$ cat src/rtl/dmem_port_arbiter_pkg.sv
// rtl/dmem_port_arbiter_pkg.sv - shared state, select and funct3 encodings for the data-memory port
package dmem_port_arbiter_pkg;

  typedef enum logic [1:0] {
    ST_IDLE     = 2'd0,
    ST_DMA_LOCK = 2'd1
  } state_e;

  typedef enum logic [1:0] {
    SEL_NONE = 2'd0,
    SEL_CPU  = 2'd1,
    SEL_DMA  = 2'd2
  } sel_e;

  // Size/sign codes shared with data_mem and the control unit.
  localparam logic [2:0] F3_B  = 3'b000;
  localparam logic [2:0] F3_H  = 3'b001;
  localparam logic [2:0] F3_W  = 3'b010;
  localparam logic [2:0] F3_BU = 3'b100;
  localparam logic [2:0] F3_HU = 3'b101;

endpackage

$ cat src/rtl/dmem_port_arbiter_if.sv
// rtl/dmem_port_arbiter_if.sv - CPU, DMA and memory-side signals of the shared data-memory port
interface dmem_port_arbiter_if;
  logic        cpu_req;
  logic        cpu_we;
  logic [31:0] cpu_addr;
  logic [31:0] cpu_wdata;
  logic [2:0]  cpu_funct3;
  logic        cpu_stall;
  logic [31:0] cpu_rdata;

  logic        dma_req;
  logic        dma_we;
  logic [31:0] dma_addr;
  logic [31:0] dma_wdata;
  logic [2:0]  dma_funct3;
  logic        dma_last;
  logic        dma_gnt;
  logic        dma_rvalid;
  logic [31:0] dma_rdata;

  logic [31:0] mem_addr;
  logic [31:0] mem_wdata;
  logic [2:0]  mem_funct3;
  logic        mem_we;
  logic        mem_re;
  logic [31:0] mem_rdata;

  // Requesters and memory drive the master side; the arbiter is the slave.
  modport master (
    output cpu_req, cpu_we, cpu_addr, cpu_wdata, cpu_funct3,
    output dma_req, dma_we, dma_addr, dma_wdata, dma_funct3, dma_last,
    output mem_rdata,
    input  cpu_stall, cpu_rdata, dma_gnt, dma_rvalid, dma_rdata,
    input  mem_addr, mem_wdata, mem_funct3, mem_we, mem_re
  );

  modport slave (
    input  cpu_req, cpu_we, cpu_addr, cpu_wdata, cpu_funct3,
    input  dma_req, dma_we, dma_addr, dma_wdata, dma_funct3, dma_last,
    input  mem_rdata,
    output cpu_stall, cpu_rdata, dma_gnt, dma_rvalid, dma_rdata,
    output mem_addr, mem_wdata, mem_funct3, mem_we, mem_re
  );
endinterface

$ cat src/rtl/dmem_port_mux.sv
// rtl/dmem_port_mux.sv - steers the selected requester onto the memory bus
module dmem_port_mux
  import dmem_port_arbiter_pkg::*;
(
  input  sel_e        i_sel,
  input  logic        i_cpu_we,
  input  logic [31:0] i_cpu_addr,
  input  logic [31:0] i_cpu_wdata,
  input  logic [2:0]  i_cpu_funct3,
  input  logic        i_dma_we,
  input  logic [31:0] i_dma_addr,
  input  logic [31:0] i_dma_wdata,
  input  logic [2:0]  i_dma_funct3,
  output logic [31:0] o_mem_addr,
  output logic [31:0] o_mem_wdata,
  output logic [2:0]  o_mem_funct3,
  output logic        o_mem_we,
  output logic        o_mem_re
);

  always_comb begin
    o_mem_addr   = '0;
    o_mem_wdata  = '0;
    o_mem_funct3 = '0;
    o_mem_we     = 1'b0;
    o_mem_re     = 1'b0;
    case (i_sel)
      SEL_CPU: begin
        o_mem_addr   = i_cpu_addr;
        o_mem_wdata  = i_cpu_wdata;
        o_mem_funct3 = i_cpu_funct3;
        o_mem_we     = i_cpu_we;
        o_mem_re     = !i_cpu_we;
      end
      SEL_DMA: begin
        o_mem_addr   = i_dma_addr;
        o_mem_wdata  = i_dma_wdata;
        o_mem_funct3 = i_dma_funct3;
        o_mem_we     = i_dma_we;
        o_mem_re     = !i_dma_we;
      end
      default: ;
    endcase
  end

endmodule

$ cat src/rtl/dmem_port_arbiter.sv
// rtl/dmem_port_arbiter.sv - CPU-first data-memory port arbiter with DMA starvation guard and bounded burst lock
module dmem_port_arbiter
  import dmem_port_arbiter_pkg::*;
#(
  parameter int MAX_WAIT  = 4,
  parameter int BURST_MAX = 8,
  parameter int CW        = 4
) (
  input  logic               clk,
  input  logic               rst,
  dmem_port_arbiter_if.slave bus
);

  state_e         r_state, w_state_nxt;
  logic [CW-1:0]  r_wait_cnt, w_wait_nxt;
  logic [CW-1:0]  r_beat_cnt, w_beat_nxt, w_beat_inc;
  logic           w_dma_win, w_cpu_win;
  sel_e           w_sel;
  logic           r_rvalid;
  logic [31:0]    r_rdata;

  // Reset gates both winners so the memory bus is quiet while rst is high.
  always_comb begin
    w_dma_win = 1'b0;
    w_cpu_win = 1'b0;
    w_sel     = SEL_NONE;
    if (!rst) begin
      if (bus.dma_req && (r_state == ST_DMA_LOCK || !bus.cpu_req ||
                          r_wait_cnt == CW'(MAX_WAIT)))
        w_dma_win = 1'b1;
      else if (bus.cpu_req)
        w_cpu_win = 1'b1;
    end
    if (w_dma_win)
      w_sel = SEL_DMA;
    else if (w_cpu_win)
      w_sel = SEL_CPU;
  end

  always_comb begin
    w_state_nxt = r_state;
    w_beat_nxt  = r_beat_cnt;
    w_wait_nxt  = r_wait_cnt;
    w_beat_inc  = (r_state == ST_IDLE) ? CW'(1) : r_beat_cnt + CW'(1);
    if (w_dma_win) begin
      if (bus.dma_last || w_beat_inc == CW'(BURST_MAX)) begin
        w_state_nxt = ST_IDLE;
        w_beat_nxt  = '0;
      end else begin
        w_state_nxt = ST_DMA_LOCK;
        w_beat_nxt  = w_beat_inc;
      end
    end else if (r_state == ST_DMA_LOCK && !bus.dma_req) begin
      w_state_nxt = ST_IDLE;
      w_beat_nxt  = '0;
    end
    if (w_dma_win || !bus.dma_req)
      w_wait_nxt = '0;
    else if (r_wait_cnt != CW'(MAX_WAIT))
      w_wait_nxt = r_wait_cnt + CW'(1);
  end

  always_ff @(posedge clk) begin
    if (rst) begin
      r_state    <= ST_IDLE;
      r_wait_cnt <= '0;
      r_beat_cnt <= '0;
      r_rvalid   <= 1'b0;
      r_rdata    <= '0;
    end else begin
      r_state    <= w_state_nxt;
      r_wait_cnt <= w_wait_nxt;
      r_beat_cnt <= w_beat_nxt;
      r_rvalid   <= w_dma_win && !bus.dma_we;
      if (w_dma_win && !bus.dma_we)
        r_rdata <= bus.mem_rdata;
    end
  end

  assign bus.dma_gnt    = w_dma_win;
  assign bus.cpu_stall  = w_dma_win && bus.cpu_req;
  assign bus.cpu_rdata  = w_cpu_win ? bus.mem_rdata : 32'd0;
  assign bus.dma_rvalid = r_rvalid;
  assign bus.dma_rdata  = r_rdata;

  dmem_port_mux u_mux (
    .i_sel        (w_sel),
    .i_cpu_we     (bus.cpu_we),
    .i_cpu_addr   (bus.cpu_addr),
    .i_cpu_wdata  (bus.cpu_wdata),
    .i_cpu_funct3 (bus.cpu_funct3),
    .i_dma_we     (bus.dma_we),
    .i_dma_addr   (bus.dma_addr),
    .i_dma_wdata  (bus.dma_wdata),
    .i_dma_funct3 (bus.dma_funct3),
    .o_mem_addr   (bus.mem_addr),
    .o_mem_wdata  (bus.mem_wdata),
    .o_mem_funct3 (bus.mem_funct3),
    .o_mem_we     (bus.mem_we),
    .o_mem_re     (bus.mem_re)
  );

endmodule

$ cat src/flat_wrapper.sv
// flat-port wrapper written by rule: the top's interface ports become plain ports
module dmem_port_arbiter_flat import dmem_port_arbiter_pkg::*;
#(
  parameter int MAX_WAIT  = 4,
  parameter int BURST_MAX = 8,
  parameter int CW        = 4
)
  (clk, rst, bus_cpu_req, bus_cpu_we, bus_cpu_addr, bus_cpu_wdata, bus_cpu_funct3, bus_dma_req, bus_dma_we, bus_dma_addr, bus_dma_wdata, bus_dma_funct3, bus_dma_last, bus_mem_rdata, bus_cpu_stall, bus_cpu_rdata, bus_dma_gnt, bus_dma_rvalid, bus_dma_rdata, bus_mem_addr, bus_mem_wdata, bus_mem_funct3, bus_mem_we, bus_mem_re);
  dmem_port_arbiter_if bus_i ();
  input  logic clk;
  input  logic rst;
  input wire logic [$bits(bus_i.cpu_req)-1:0] bus_cpu_req;
  input wire logic [$bits(bus_i.cpu_we)-1:0] bus_cpu_we;
  input wire logic [$bits(bus_i.cpu_addr)-1:0] bus_cpu_addr;
  input wire logic [$bits(bus_i.cpu_wdata)-1:0] bus_cpu_wdata;
  input wire logic [$bits(bus_i.cpu_funct3)-1:0] bus_cpu_funct3;
  input wire logic [$bits(bus_i.dma_req)-1:0] bus_dma_req;
  input wire logic [$bits(bus_i.dma_we)-1:0] bus_dma_we;
  input wire logic [$bits(bus_i.dma_addr)-1:0] bus_dma_addr;
  input wire logic [$bits(bus_i.dma_wdata)-1:0] bus_dma_wdata;
  input wire logic [$bits(bus_i.dma_funct3)-1:0] bus_dma_funct3;
  input wire logic [$bits(bus_i.dma_last)-1:0] bus_dma_last;
  input wire logic [$bits(bus_i.mem_rdata)-1:0] bus_mem_rdata;
  output wire logic [$bits(bus_i.cpu_stall)-1:0] bus_cpu_stall;
  output wire logic [$bits(bus_i.cpu_rdata)-1:0] bus_cpu_rdata;
  output wire logic [$bits(bus_i.dma_gnt)-1:0] bus_dma_gnt;
  output wire logic [$bits(bus_i.dma_rvalid)-1:0] bus_dma_rvalid;
  output wire logic [$bits(bus_i.dma_rdata)-1:0] bus_dma_rdata;
  output wire logic [$bits(bus_i.mem_addr)-1:0] bus_mem_addr;
  output wire logic [$bits(bus_i.mem_wdata)-1:0] bus_mem_wdata;
  output wire logic [$bits(bus_i.mem_funct3)-1:0] bus_mem_funct3;
  output wire logic [$bits(bus_i.mem_we)-1:0] bus_mem_we;
  output wire logic [$bits(bus_i.mem_re)-1:0] bus_mem_re;
  assign bus_i.cpu_req = bus_cpu_req;
  assign bus_i.cpu_we = bus_cpu_we;
  assign bus_i.cpu_addr = bus_cpu_addr;
  assign bus_i.cpu_wdata = bus_cpu_wdata;
  assign bus_i.cpu_funct3 = bus_cpu_funct3;
  assign bus_i.dma_req = bus_dma_req;
  assign bus_i.dma_we = bus_dma_we;
  assign bus_i.dma_addr = bus_dma_addr;
  assign bus_i.dma_wdata = bus_dma_wdata;
  assign bus_i.dma_funct3 = bus_dma_funct3;
  assign bus_i.dma_last = bus_dma_last;
  assign bus_i.mem_rdata = bus_mem_rdata;
  assign bus_cpu_stall = bus_i.cpu_stall;
  assign bus_cpu_rdata = bus_i.cpu_rdata;
  assign bus_dma_gnt = bus_i.dma_gnt;
  assign bus_dma_rvalid = bus_i.dma_rvalid;
  assign bus_dma_rdata = bus_i.dma_rdata;
  assign bus_mem_addr = bus_i.mem_addr;
  assign bus_mem_wdata = bus_i.mem_wdata;
  assign bus_mem_funct3 = bus_i.mem_funct3;
  assign bus_mem_we = bus_i.mem_we;
  assign bus_mem_re = bus_i.mem_re;
  dmem_port_arbiter #(.MAX_WAIT(MAX_WAIT), .BURST_MAX(BURST_MAX), .CW(CW)) u_core (.clk(clk), .rst(rst), .bus(bus_i));
endmodule
$ cat config.mk
export PLATFORM = sky130hd
export DESIGN_NAME = dmem_port_arbiter_flat
export DESIGN_NICKNAME = d
export VERILOG_FILES = /design/src/rtl/dmem_port_arbiter_pkg.sv /design/src/rtl/dmem_port_arbiter_if.sv /design/src/rtl/dmem_port_mux.sv /design/src/rtl/dmem_port_arbiter.sv /design/src/flat_wrapper.sv
export SDC_FILE = /design/constraint.sdc
export NUM_CORES = 1
export LEC_CHECK = 0
export ABC_AREA = 1
export CORE_AREA = 3 3 118 120
export DETAILED_ROUTE_END_ITERATION = 8
export DIE_AREA = 0 0 121 123
export DONT_BUFFER_PORTS = 1
export PLACE_DENSITY = 0.37
export SYNTH_ARGS = -nofsm -noshare
export SYNTH_HDL_FRONTEND = slang
export SYNTH_SLANG_ARGS = --single-unit
$ cat constraint.sdc
create_clock -name clk -period 2.1 [get_ports clk]
set_clock_uncertainty 0.05 [all_clocks]
set_input_delay 0.21 -clock clk [delete_from_list [all_inputs] [get_ports clk]]
set_output_delay 0.21 -clock clk [all_outputs]
set_load 0.05 [all_outputs]
==> results of run 1 <==
==> what timing repair did <==
action                                 in CTS  in global routing
endpoints found under the hold margin       7                  0
buffers inserted                            9                  3
gates resized for setup                   186                 54
gates cloned                                6                  3
hold buffers                                4                  0
pin swaps                                   9                  9
setup endpoints to repair                 101                101
==> area by class of cell <==
class,instances,area (µm²)
Clock buffer,6,129
Clock inverter,2,37.5
Fill cell,1313,7600
Inverter,112,433
Multi-Input combinational cell,316,2050
Sequential cell,42,843
Tap cell,176,220
Timing Repair Buffer,138,1770
==> per-stage QoR <==
stage               util [%]  instances  TNS [ns]
global route            41.9        792     -1.19
finish                  41.9        792         0
floorplan                  -        497     -6.46
global placement        30.1        759         0
CTS                     39.2        786    -0.259
detailed placement      30.1        759         0
==> cells by family after synthesis <==
family / count (synthesis) / synth area share, %
fa+ha+maj: 3 / 1.32
simple gates: 202 / 28.6
flops: 42 / 29.6
xor+xnor: 1 / 0.308
compound gates: 110 / 19.6
buf+inv: 139 / 20.6
==> critical path, delay by kind of cell, from the launching register on <==
family | cells | cell delay (ns)
and+or+nand+nor | 5 | 0.56
DFF | 1 | 0.38
buffers and inverters | 4 | 0.60
==> final timing paths <==
check,cells past startpoint,endpoint
setup reg to reg,12,u_core.bus.dma_rdata[23]$_SDFFE_PP0P_
setup / recovery,9,bus_cpu_rdata[28]
hold reg to reg,2,u_core.r_beat_cnt[3]$_SDFFE_PP0P_
hold / removal,2,u_core.bus.dma_rdata[16]$_SDFFE_PP0P_
==> cells in the mapped netlist (all sizes together) <==
cell type,n,area (µm²)
a211oi,1,7.51
a21oi,6,30.0
buf,23,149
clkbuf,4,15.0
dfxtp,42,841
ha,3,37.5
inv,112,420
nand2,79,307
nand3,10,55.1
nand3b,1,7.51
nand4,1,6.26
nor2,110,432
o21a,1,7.51
o21ai,101,505
o22ai,1,6.26
or2,1,6.26
xnor2,1,8.76
==> power groups by stage <==
| stage | registers [mW] | logic, mW | clock network [mW] |
|---|---|---|---|
| final | 0.923 | 1.13 | 0.887 |
| after global routing | 0.926 | 1.18 | 0.948 |
| after CTS | 0.923 | 1.06 | 0.921 |
| after detailed placement | 0.941 | 0.833 | 0 |
| after global placement | 0.941 | 0.828 | 0 |
| after floorplan | 0.933 | 0.589 | 0 |
==> layer usage <==
layer | share of wire (%) | up-vias
met2 | 51 | 196
met3 | 9.9 | 33
met4 | 3.6 | 0
met5 | 0 | -
met1 | 36 | 1639
li1 | - | 1725
==> state kept, by name (all words and copies together) (netlist names) <==
name                   flops
u_core.bus.dma_rdata      32
u_core.r_beat_cnt          4
u_core.r_state             1
u_core.bus.dma_rvalid      1
u_core.r_wait_cnt          4
==> results.toml, run 1 <==
[flow_run]
timing.max_cap.violations = 0

[global_route]
grt_use_met1_pct = 18.5
grt_max_degree = 33
grt_pass1_vias = 3643
grtUsageMet3_pct = 6.13
grt_overflow = 0
antenna_found_initial = 0
top_usage_layer = "met2"
globalRouteMet2Util_pct = 30.5
track_usage_pct = 17.2
grt_pass1_wl_um = 19900

[timing]
hold_viol = 0
slew_violations = 0
timing.final.ws_setup_ns = 0.0119
fmax_mhz = 479
min_period_ns = 2.09
rsz0062_at_grt = "true"
worst_pin_slew_ns = 0.543
fin_crit_sh_pct = 99.4
slew_headroom_pct = 63.8
final-setup-viol-count = 0
hold_ws_ns = 0.0102

[clocking]
cts_tree = "done"
clk_pin_slew_ns = 0.06
htree_levels = 2
cts_buffers = 5
clk_path_buf_depth = 2
cts-root-buf = "clkbuf_16"
cts.sinks = 42
clk_latency_ns = 0.28

[route]
via_per_inst = 4.54
drc = 0
wire_per_inst_um = 18.1
drt-initial-drc-count = 117
dr.pass1.iters = 4
routed_wl_um = 14300
ant_nets = 0
vias = 3593

[worst_setup_path]
worst_path_max_delay_cell = "dfxtp_1"
startpoint = "u_core.r_state[0]$_SDFFE_PP0P_"
path_cells = "nor2_2 > nand2_4 > nand2_4 > nand3_4 > buf_12 > buf_12 > buf_16 > nor2_4 > buf_6"
worstPathArrival_ns = 1.83
cp-end-kind = "output port"
path_class = "reg -> out"
cp.required_ns = 1.84
cp-start-kind = "flop"
max_stage_delay_ns = 0.38
worstPathMaxFanout = 8
rrSetupSlack_ns = 0.23
r2r-start = "u_core.r_wait_cnt[1]$_SDFFE_PP0N_"

[place]
gp_congestion = 0.819
portBuffers = 0
dp_slack_ns = 0.0532
dpl-instance-area_um2 = 3940
dp_hpwl_um = 9900

[pwr]
switchingPower_mw = 1.14
clkPwrFrac_pct = 30.2
leakage_nw = 2.65
pwr-share-comb_pct = 38.3
p_total_mw = 2.94
vdd_ir_drop_max_mv = 0.374
seqPwrFrac_pct = 31.4
switching_share_pct = 39.0
p_per_area_nw_per_um2 = 535
p_int_mw = 1.79

[die]
coreArea_um2 = 13100
die_area_um2 = 14900
die_h_um = 123
io-pin-count = 309
die_width_um = 121
initial_core_util_pct = 21.7
num_rows = 42

[synth]
synth_area_per_cell_um2 = 5.72
syn_nets = 673
synth-seq-area-share_pct = 29.6
ys_seq_elements = 42
synth_cells = 497
synth_area_um2 = 2840
ys_types = 26
yosys_warnings = 0

[min_path]
hp-start = "bus_mem_rdata[16]"
min_path_type = "in -> reg"

[cells_and_area]
drive_above_1_share_pct = 42.4
nNetsFinal = 791
syn2layout_area_growth_pct = 93.0
mostFrequentLayoutCell = "inv_1"
fin_area_um2 = 5480
layout_common_cells = "108 x inv_1, 79 x buf_6, 77 x nor2_1"
diodes = 0

[outcome]
outcome = "completed"
(Power assumes the default switching activity.)
==> run 2, diff against run 1 <==
--- a/config.mk
+++ b/config.mk
@@ -8,4 +8,5 @@
 export ABC_AREA = 1
 export CORE_AREA = 3 3 118 120
+export CTS_CLUSTER_DIAMETER = 30
 export DETAILED_ROUTE_END_ITERATION = 8
 export DIE_AREA = 0 0 121 123
--- a/constraint.sdc
+++ b/constraint.sdc
@@ -3,3 +3,3 @@
 set_input_delay 0.21 -clock clk [delete_from_list [all_inputs] [get_ports clk]]
 set_output_delay 0.21 -clock clk [all_outputs]
-set_load 0.05 [all_outputs]
+set_load 0.005 [all_outputs]
==> results.toml, run 2 (same netlist as run 1, synthesis figures left out) <==
[clocking]
clk_pin_slew_ns = 0.06
htree_levels = 2
cts.sinks = 42
cts-root-buf = "clkbuf_16"
clk_path_buf_depth = 2
cts_tree = "done"
cts_buffers = 5
clk_latency_ns = 0.28

[pwr]
p_per_area_nw_per_um2 = 550
vdd_ir_drop_max_mv = 0.340
leakage_nw = 2.03
p_total_mw = 2.18

[die]
num_rows = 42
die_area_um2 = 14900
io-pin-count = 309
die_width_um = 121
coreArea_um2 = 13100
die_h_um = 123
initial_core_util_pct = 21.7

[timing]
slew_violations = 0
hold_viol = 0
slew_headroom_pct = 80.7
rsz0062_at_grt = "true"
final-setup-viol-count = 0
fin_crit_sh_pct = 98.9
worst_pin_slew_ns = 0.289
min_period_ns = 2.08
fmax_mhz = 481
timing.final.ws_setup_ns = 0.0221

[global_route]
grt_pass1_wl_um = 16300
antenna_found_initial = 0
grt_overflow = 0
track_usage_pct = 14.2
grt_max_degree = 43
grt_pass1_vias = 2859

[place]
dp_slack_ns = 0.180
dp_hpwl_um = 8930
portBuffers = 0
gp_congestion = 0.824
dp_cells = 692

[worst_setup_path]
max_stage_delay_ns = 0.36
worstPathArrival_ns = 1.82
path_cells = "inv_2 > ha_4 > nand3_4 > nand2_4 > nand2_2 > nand3_4 > buf_6 > buf_16 > o21ai_4 > buf_6"
cp-end-kind = "output port"
crit_buf_inv = 4
path_class = "reg -> out"
worst_path_max_delay_cell = "dfxtp_2"
cp-start-kind = "flop"
cp.required_ns = 1.84
worstPathMaxFanout = 8
crit_family = "buffers and inverters"

[cells_and_area]
largest_reg_flops = 32
fin_util_pct = 30.3
layout_common_cells = "108 x inv_1, 108 x nor2_1, 76 x nand2_1"
syn2layout_area_growth_pct = 39.5
drive_above_1_share_pct = 21.9
diodes = 0
stdcell_count = 714
nNetsFinal = 714

[route]
wire_per_inst_um = 16.8
via_per_inst = 4.46
drt-initial-drc-count = 128
ant_nets = 0
vias = 3188
drc = 0
routed_wl_um = 12000
dr.pass1.iters = 6

[outcome]
outcome = "completed"

[flow_run]
timing.max_cap.violations = 0

[min_path]
min_path_type = "in -> reg"
==> run 2: per-stage QoR <==
step	hold slack [ns]	setup TNS, ns	area, µm²
after floorplan	0.229	0	2840
after global placement	0.231	0	3320
after detailed placement	0.233	0	3320
after CTS	0.0103	-0.255	3700
after global routing	0.00795	-0.526	3960
final	0.0158	0	3960
==> run 2: routing by layer <==
metal | track usage [%] | wire (µm) | up-vias
met1 | 15.9 | 4420 | 1432
met5 | 0 | 0 | -
li1 | - | - | 1569
met2 | 27.0 | 6370 | 176
met4 | 2.55 | 152 | 0
met3 | 3.71 | 1080 | 11
==> run 2: path summary, 6_finish.rpt <==
| check | startpoint | end | slack (ns) | cells after the start |
|---|---|---|---|---|
| max | u_core.r_wait_cnt[0]$_SDFFE_PP0N_ | bus_mem_funct3[1] | 0.02 | 10 |
| min | bus_mem_rdata[3] | u_core.bus.dma_rdata[3]$_SDFFE_PP0P_ | 0.02 | 2 |
| max reg2reg | u_core.r_wait_cnt[1]$_SDFFE_PP0N_ | u_core.bus.dma_rdata[11]$_SDFFE_PP0P_ | 0.24 | 11 |
| min reg2reg | u_core.r_wait_cnt[0]$_SDFFE_PP0N_ | u_core.r_wait_cnt[0]$_SDFFE_PP0N_ | 0.39 | 1 |
==> run 2: final cells by class <==
class                      instances  area, µm²
clock buffer                       6        139
sequential                        42        843
tap                              176        220
fill                            1450       9120
inverter                         112        425
timing repair buffer              61        651
clock inverter                     1       30.0
multi-input combinational        316       1650
==> run 2: where the power goes <==
| group | total, mW | internal, mW | switching (mW) | leakage [nW] |
|---|---|---|---|---|
| clock network | 0.889 | 0.587 | 0.302 | 0.0829 |
| registers | 0.844 | 0.823 | 0.0212 | 0.342 |
| logic | 0.448 | 0.196 | 0.253 | 1.60 |
| total | 2.18 | 1.61 | 0.576 | 2.03 |
==> run 2: timing repair <==
item	CTS	global route
setup endpoints to repair	39	60
pin swaps	2	7
hold endpoints to repair	4	0
gates cloned	4	1
resized for setup	24	88
hold buffers	1	0
buffers inserted	7	3
==> run 3, diff against run 2 <==
Settings changed: CORE_AREA 3 3 118 120 to 3 3 119 121, DIE_AREA 0 0 121 123 to 0 0 122 124, PLACE_DENSITY 0.37 to 0.36.
==> results.toml, run 3 (same netlist as run 1, synthesis figures left out) <==
[outcome]
outcome = "completed"

[timing]
timing.final.ws_setup_ns = 0.0884
slew_headroom_pct = 79.4
hold_viol = 0
rsz0062_at_grt = "true"
worst_pin_slew_ns = 0.310
final-setup-viol-count = 0
fin_crit_sh_pct = 95.8
min_period_ns = 2.01
slew_violations = 0
fmax_mhz = 497

[place]
portBuffers = 0
dp_slack_ns = 0.172
gp_congestion = 0.716
dpl-instance-area_um2 = 3370
dp_hpwl_um = 9520

[cells_and_area]
diodes = 0
drive_above_1_share_pct = 21.5
fin_area_um2 = 3990
syn2layout_area_growth_pct = 40.4
largest_reg_flops = 32
layout_common_cells = "109 x inv_1, 107 x nor2_1, 76 x nand2_1"
nNetsFinal = 724
nFillCells = 1472
mostFrequentLayoutCell = "inv_1"

[route]
routed_wl_um = 12900
ant_nets = 0
vias = 3215
wire_per_inst_um = 17.8
drc = 0
drt-initial-drc-count = 96
via_per_inst = 4.43
dr.pass1.iters = 4

[worst_setup_path]
worstPathMaxFanout = 8
max_stage_delay_ns = 0.35
r2r-start = "u_core.r_wait_cnt[1]$_SDFFE_PP0N_"
rrSetupSlack_ns = 0.37
worstPathArrival_ns = 1.75
crit_buf_inv = 4
worstRegToRegCells = 10
path_class = "reg -> out"
cp.required_ns = 1.84
path_cells = "inv_2 > ha_4 > nand3_4 > nand2_4 > nand2_4 > nand3_4 > buf_12 > buf_12 > o21ai_1 > buf_4"
crit_family = "buffers and inverters"
cp-end-kind = "output port"
worst_path_max_delay_cell = "dfxtp_4"
r2r-end = "u_core.bus.dma_rdata[0]$_SDFFE_PP0P_"
cp-start-kind = "flop"

[clocking]
cts_tree = "done"
cts-root-buf = "clkbuf_16"
cts_buffers = 5
clk_pin_slew_ns = 0.06
cts.sinks = 42
htree_levels = 2
clk_path_buf_depth = 2
clk_latency_ns = 0.28

[global_route]
track_usage_pct = 14.7
grt_pass1_wl_um = 17100
grt_max_degree = 36
grt_overflow = 0
grt_pass1_vias = 3070
antenna_found_initial = 1

[pwr]
vdd_ir_drop_max_mv = 0.340
p_per_area_nw_per_um2 = 515
p_total_mw = 2.05
leakage_nw = 2.08

[min_path]
hold_depth = 2
whs_endpoint = "u_core.bus.dma_rdata[4]$_SDFFE_PP0P_"
hp-start = "bus_mem_rdata[4]"
min_path_type = "in -> reg"

[die]
num_rows = 42
die_area_um2 = 15100
coreArea_um2 = 13200
die_h_um = 124
initial_core_util_pct = 21.5
die_width_um = 122
io-pin-count = 309

[flow_run]
timing.max_cap.violations = 0
## run 3: changes by cell type in the layout (fill, tap and decap cells not counted), moves of 2 or more
cell / before / now
buf_4: 41 / 53
o21ai_4: 8 / 6
o21ai_2: 27 / 20
buf_6: 10 / 4
o21ai_1: 29 / 25
o21ai_0: 37 / 50
## run 3: where the power goes
group | total [mW] | leakage (nW) | internal (mW) | switching, mW
clock | 0.758 | 0.0708 | 0.441 | 0.317
sequential | 0.843 | 0.342 | 0.822 | 0.0209
combinational | 0.452 | 1.66 | 0.204 | 0.248
total | 2.05 | 2.08 | 1.47 | 0.587
## run 3: area by class of cell
type                       instances  area (µm²)  share of cell area [%]
multi-input combinational        317        1620                    40.5
sequential                        42         846                    21.2
timing repair buffer              70         738                    18.5
inverter                         112         425                    10.7
tap                              176         220                    5.52
clock buffer                       6         129                    3.23
clock inverter                     2        13.8                   0.345
## run 3: stage by stage
stage	util, %	setup TNS, ns	cells	hold slack, ns
finish	30.2	0	725	0.00867
CTS	28.6	0	719	0.000217
global placement	25.6	0	701	0.231
global route	30.2	-0.103	725	0.00260
detailed placement	25.6	0	701	0.233
floorplan	-	0	497	0.229
## run 3: worst register-to-register path, stage by stage (launching register included)
cell     delay, ns
dfxtp_4       0.35
inv_2         0.07
ha_4          0.14
nand3_4       0.07
nand2_4       0.10
nand2_4       0.06
buf_4         0.19
nor2_8        0.09
buf_4         0.30
o21ai_0       0.15
nor2_1        0.10
## run 3: what timing repair did
action / 4_1_cts / 5_1_grt
setup endpoints to repair: 60 / 88
hold buffers: 1 / 0
hold endpoints to repair: 4 / 0
pin swaps: 2 / 3
buffers inserted: 4 / 5
gates resized for setup: 54 / 35
cloned: 5 / 2
## run 3: worst max-delay path by stage
stage                     slack (ns)  cells past startpoint                               from                end
after floorplan                 0.44                      9  u_core.r_wait_cnt[0]$_SDFFE_PP0N_  bus_mem_wdata[10]
after CTS                      0.001                     10  u_core.r_wait_cnt[0]$_SDFFE_PP0N_   bus_mem_addr[15]
final                           0.09                     10  u_core.r_wait_cnt[1]$_SDFFE_PP0N_    bus_mem_addr[2]
after detailed placement        0.17                      9  u_core.r_wait_cnt[0]$_SDFFE_PP0N_  bus_mem_wdata[15]
after global routing           -0.02                     10  u_core.r_wait_cnt[1]$_SDFFE_PP0N_  bus_mem_funct3[1]
after global placement          0.23                      8  u_core.r_wait_cnt[0]$_SDFFE_PP0N_   bus_mem_addr[29]
## run 3: metal layers
metal / wire (µm) / GRT usage, % / share of wire, % / up-vias
li1: - / - / - / 1594
met1: 4620 / 15.3 / 36 / 1430
met2: 6510 / 26.9 / 50 / 176
met3: 1550 / 6.40 / 12 / 13
met4: 193 / 4.20 / 1.5 / 2
met5: 13 / 0 / 0.10 / -
